File: config.mk
export PLATFORM = sky130hd
export DESIGN_NAME = alu_arbiter
export DESIGN_NICKNAME = d
export VERILOG_FILES = /design/src/rtl/alu_arbiter.sv
export SDC_FILE = /design/constraint.sdc
export NUM_CORES = 1
export LEC_CHECK = 0
export ABC_CLOCK_PERIOD_IN_PS = 2700
export CAP_MARGIN = 40
export CELL_PAD_IN_SITES_DETAIL_PLACEMENT = 0
export CELL_PAD_IN_SITES_GLOBAL_PLACEMENT = 1
export CORE_MARGIN = 5
export CORE_UTILIZATION = 29
export CTS_BUF_LIST = sky130_fd_sc_hd__clkbuf_8
export CTS_CLUSTER_DIAMETER = 40
export DETAILED_ROUTE_END_ITERATION = 6
export PLACE_DENSITY_LB_ADDON = 0.3
export REMOVE_ABC_BUFFERS = 1
export SKIP_LAST_GASP = 1
export SLEW_MARGIN = 5
export SYNTH_ARGS = -nofsm -noshare
export SYNTH_HDL_FRONTEND = slang
export SYNTH_SLANG_ARGS = --single-unit
export TNS_END_PERCENT = 10
File: constraint.sdc
create_clock -name iClk -period 2.7 [get_ports iClk]
set_input_delay 0.675 -clock iClk [delete_from_list [all_inputs] [get_ports iClk]]
set_output_delay 0.675 -clock iClk [all_outputs]
set_load 0.01 [all_outputs]
File: src/rtl/alu_arbiter.sv
// Round-robin arbiter sharing one alu32 between two clients.
// A grant latches the winner's operands into registers that drive the ALU.
// The ALU result and carry are captured on the following edge and handed
// back to the owning client with a one-cycle valid pulse.
//
//   state  | meaning
//   -------+--------------------------------------------------------
//   S_IDLE | waiting for a request; operand registers hold last op
//   S_EXEC | operands on the ALU, grant pulse to owner, capture result
//   S_RESP | result registered, valid pulse to owner
module alu_arbiter #(
    parameter int WIDTH  = 32,
    parameter int CTRL_W = 3
) (
    input  logic              iClk,
    input  logic              iRst_n,
    input  logic              iReq0,
    input  logic              iReq1,
    input  logic [WIDTH-1:0]  iA0,
    input  logic [WIDTH-1:0]  iB0,
    input  logic [WIDTH-1:0]  iA1,
    input  logic [WIDTH-1:0]  iB1,
    input  logic [CTRL_W-1:0] iCtrl0,
    input  logic [CTRL_W-1:0] iCtrl1,
    output logic              oGnt0,
    output logic              oGnt1,
    output logic              oValid0,
    output logic              oValid1,
    output logic [WIDTH-1:0]  oOut,
    output logic              oCarry,
    output logic              oBusy,
    output logic [WIDTH-1:0]  oAluA,
    output logic [WIDTH-1:0]  oAluB,
    output logic [CTRL_W-1:0] oAluCtrl,
    input  logic [WIDTH-1:0]  iAluOut,
    input  logic              iAluCarry
);

    typedef enum logic [1:0] {
        S_IDLE = 2'd0,
        S_EXEC = 2'd1,
        S_RESP = 2'd2
    } state_t;

    state_t              r_state;
    logic                r_prio;
    logic                r_owner;
    logic [WIDTH-1:0]    r_a;
    logic [WIDTH-1:0]    r_b;
    logic [CTRL_W-1:0]   r_ctrl;
    logic                w_any_req;
    logic                w_sel1;

    // Client 1 wins when it is the only requester, or both request and it holds priority.
    assign w_any_req = iReq0 | iReq1;
    assign w_sel1    = iReq1 & (~iReq0 | r_prio);

    assign oAluA    = r_a;
    assign oAluB    = r_b;
    assign oAluCtrl = r_ctrl;
    assign oBusy    = (r_state != S_IDLE);

    // Sequencer: arbitration, operand latch, result capture and handshake pulses.
    always_ff @(posedge iClk) begin
        if (!iRst_n) begin
            r_state <= S_IDLE;
            r_prio  <= 1'b0;
            r_owner <= 1'b0;
            r_a     <= '0;
            r_b     <= '0;
            r_ctrl  <= '0;
            oGnt0   <= 1'b0;
            oGnt1   <= 1'b0;
            oValid0 <= 1'b0;
            oValid1 <= 1'b0;
            oOut    <= '0;
            oCarry  <= 1'b0;
        end else begin
            oGnt0   <= 1'b0;
            oGnt1   <= 1'b0;
            oValid0 <= 1'b0;
            oValid1 <= 1'b0;
            case (r_state)
                S_IDLE: begin
                    if (w_any_req) begin
                        r_owner <= w_sel1;
                        r_prio  <= ~w_sel1;
                        r_a     <= w_sel1 ? iA1    : iA0;
                        r_b     <= w_sel1 ? iB1    : iB0;
                        r_ctrl  <= w_sel1 ? iCtrl1 : iCtrl0;
                        oGnt0   <= ~w_sel1;
                        oGnt1   <= w_sel1;
                        r_state <= S_EXEC;
                    end
                end
                S_EXEC: begin
                    oOut    <= iAluOut;
                    oCarry  <= iAluCarry;
                    oValid0 <= ~r_owner;
                    oValid1 <= r_owner;
                    r_state <= S_RESP;
                end
                S_RESP: begin
                    r_state <= S_IDLE;
                end
                default: begin
                    r_state <= S_IDLE;
                end
            endcase
        end
    end

endmodule

* Word level (Yosys, flattened, before mapping)
Cells that the tools add are included.
Cells by class: equal/unequal tests 2, multiplexer cells 5, bitwise logic cells 6, reductions and logical operators 5
Operator list (number):
- $mux W32 | 2
- $pmux W2 S2 | 1
- $reduce_and A2 Y1 | 2
- $mux W3 | 1
- $not A1 Y1 | 3
- $reduce_and A3 Y1 | 1
- $eq A2 B1 Y1 const B | 1
- $logic_not A2 Y1 | 1
- $mux W2 | 1
- $ne A2 B2 Y1 const B | 1
- $or A1 B1 Y1 | 2
- $reduce_bool A2 Y1 | 1
- $and A1 B1 Y1 | 1
Word-level totals: register bits 108, input bits 171, output and inout port bits 105, word-level logic and storage cells 30

* Depth between registers and ports, before layout
depth after elaboration 4, depth in mapped cells 7, depth with buffers taken out 4

* Worst setup path before layout
Ideal clock, no wire load.
kind in2reg, start point in iReq0, end point reg r_a[0] (netlist: oAluA[0]), arrival time 1.406 ns, data required time 2.568 ns, setup slack 1.161 ns, stages on the path 7, path through buf_2 nand2b_1 buf_4 buf_6 buf_6 nand4_1 a31oi_1
On the way: word-level cells in the longest chain between the ends 4, elaborated cells between the ends (all ways) 6, those cells by class 1 x mux; 4 x bitwise; 1 x reduce/logical
RTL lines:
- start: declaration | line 17 | input logic iReq0,
- $not A1 Y1 | line 56 | assign w_sel1 = iReq1 & (~iReq0 | r_prio);
- $or A1 B1 Y1 | line 56
- $and A1 B1 Y1 | line 56
- $mux W32 | line 88 | r_a <= w_sel1 ? iA1 : iA0;
- end signal: assignment | line 88
- end: declaration | line 48 | logic [WIDTH-1:0] r_a;
Parallel ways exist; a longest one is shown, timed or not. A chain may end at the register's enable or synchronous reset.

* Worst setup path after layout
start point reg r_state[1], end point out oBusy
On the way: word-level cells in the longest chain between the ends 1
RTL lines:
- start: declaration | line 45 | state_t r_state;
- start signal: assignment | line 66 | r_state <= S_IDLE;
- start signal: assignment | line 93 | r_state <= S_EXEC;
- start signal: assignment | line 101 | r_state <= S_RESP;
- $reduce_bool A2 Y1 | line 61 | assign oBusy = (r_state != S_IDLE);
- end: declaration | line 31 | output logic oBusy,
Every way passes these cells.

==> results.toml <==
[floorplanning]
dieArea_mm2 = 0.0189
initial_core_util = 0.296
pin_count = 276
core_mm2 = 0.0159
die_width_um = 137
fp.dieH_um = 137
num_rows = 46

[global_routing]
grt_start_max_net_pins = 137
grt_pass1_wl_mm = 29.3
track_usage = 0.196
grt_pass1_vias = 5366
grt-ovfl-total = 0
grt_antenna_before_repair = 0

[yosys]
yosys_warnings = 0
synth_area_leaders = "dfxtp_1, nand4_1, a31oi_1, o21ai_0, nand2_1"
synth_top_area_share = 0.460
synth.largest_area_cell = "dfxtp_1"
synth.yosys.seq_area_share = 0.460
synth_cells = 574
ys_seq_elements = 108
synth.avg_cell_area_um2 = 8.19
synth_area_mm2 = 0.00470
synth_cell_type_count = 22

[sta]
hold_viol_final = 0
worstMarginPinSlew_ns = 0.810
rsz0062_at_grt = "false"
clock_skew_ns = 0.00972
setup_ws_ns = 0.485
slew_headroom = 0.460
max_freq_mhz = 451
fin_crit_sh = 0.820
min_period_ns = 2.22
hold-worst-slack_ns = 0.451
finalSetupViolCount = 0
setup_tns_ns = 0
slew_violations = 0

[clock_network]
cts_hold_buf = 0
cts_buffers = 9
clockBufferDepth = 2
ctsRootBufferMaster = "clkbuf_8"
clock_latency_ns = 0.36
cts_htree_levels = 3
cts.repair.resized = 0
cts_setup_buffers = 0
cts.sinks = 108
clk_pin_slew_worst_paths_ns = 0.10
cts_tree = "yes"

[power_and_ir_drop]
max-vdd-ir-drop_uv = 218
p_total_mw = 3.78
p_leak_nw = 2.54
p_per_area_mw_per_mm2 = 495

[route]
vias = 5548
wl_mm = 19.5
routed_via_density = 5.46
drtPass1Iterations = 4
drt_first_iter_violations = 380
route.detailed.drc = 0
wl_per_cell_um = 19.2
ant_nets = 0

[flow_run]
max-cap-violations = 0

[placement]
dpl.cell_count = 1001
dp_hpwl_mm = 13.0
placed_area_mm2 = 0.00747
pre_cts_ws_ns = 0.451
gp_congestion = 0.886
numPortBuffers = 275

[layout]
fin_util = 0.481
final_cells = 1016
n_fill_cell = 1537
diodes = 0
design_area_mm2 = 0.00764
drive_gt1_frac = 0.0463
area_delta_synth_final_pct = 62.4
fin_nets = 967

[min_path]
holdCritPathClass = "flop to flop"

[critical_path]
critPathLaunchType = "flop"
path_max_fanout = 3
cp.required_ns = 2.03
ff2ff_setup_slack_ns = 1.07
arrival_ns = 1.54
worst_setup_path_end_kind = "output port"
criticalPathCategory = "flop to output port"

[run_status]
status = "finished, final reports clean"
-- kinds of logic (layout without fill, tap and decap cells) --
| group | Yosys count | count (layout) | synth area share |
|---|---|---|---|
| buffers and inverters | 81 | 307 | 0.0915 |
| DFF | 108 | 108 | 0.460 |
| AOI/OAI and AO/OA | 171 | 171 | 0.200 |
| and+or+nand+nor | 214 | 214 | 0.249 |
-- cells in the final DEF (no fill, tap or decap) --
master           netlist  final
a21oi_1               35     35
a31oi_1               67     67
nor2_1                 3      3
nand4_1              134    134
buf_12                 0      4
o21ai_1               15     15
clkdlybuf4s50_1        0    273
nand2_4                1      1
inv_2                  2      1
nand2_1               66     66
o21ai_0               54     54
clkinv_2               0      3
inv_1                  0      2
nand2b_1               2      1
buf_2                 38      2
buf_4                  3     11
clkbuf_8               0     11
nor3_1                 2      2
nor2b_2                0      1
nor2_4                 1      2
dfxtp_1              108    108
and3_1                 1      1
nand2b_2               0      1
nand3_1                2      2
-- final timing paths --
check / startpoint / end / cells past startpoint
max reg2reg: r_state[1]$_SDFFE_PN0P_ / oAluA[7]$_SDFFE_PN0P_ / 5
min: r_owner$_SDFFE_PN0P_ / oValid0$_SDFF_PN0_ / 1
max: r_state[1]$_SDFFE_PN0P_ / oBusy / 3
min reg2reg: r_owner$_SDFFE_PN0P_ / oValid0$_SDFF_PN0_ / 1
-- state kept, by name (all words and copies together), names as in the netlist --
register  count
oGnt1         1
r_owner       1
r_state       2
oValid0       1
oOut         32
oAluB        32
oValid1       1
oAluCtrl      3
oGnt0         1
oCarry        1
oAluA        32
r_prio        1
-- critical path, stage by stage (launching register included) --
cell and delay (ns):
dfxtp_1 0.41, nor2_4 0.08, inv_2 0.06, clkdlybuf4s50_1 0.63
-- where the power goes --
part	switching, mW	total [mW]	internal, mW
Clock	0.539	0.912	0.373
Sequential	0.0674	1.79	1.72
Combinational	0.524	1.08	0.559
Total	1.13	3.78	2.65
-- cell usage after synthesis, drive strengths merged --
cell type	number
a21oi	35
o21ai	69
nor2b	1
nand2b	2
a31oi	67
buf	54
nand2	67
nand3	2
dfxtp	108
nor2	5
and3	1
clkbuf	25
nor3	2
nand4	134
inv	2
-- layout make-up --
cell class / instances / area (um2) / share of cell area
clock buffer: 11 / 151 / 0.0198
clock inverter: 4 / 17.5 / 0.00229
inverter: 2 / 8.76 / 0.00115
multi-input combinational: 385 / 2120 / 0.278
sequential: 108 / 2160 / 0.283
tap: 216 / 270 / 0.0354
timing repair buffer: 290 / 2910 / 0.380
-- routing by layer --
metal  track usage  wire (um)  vias up
li1              -          -     2612
met1         0.257       8130     2599
met2         0.300       8720      319
met3        0.0741       2370       18
met4        0.0604        261        0
met5             0          0        -
Power figures use the tool's default switching activity.
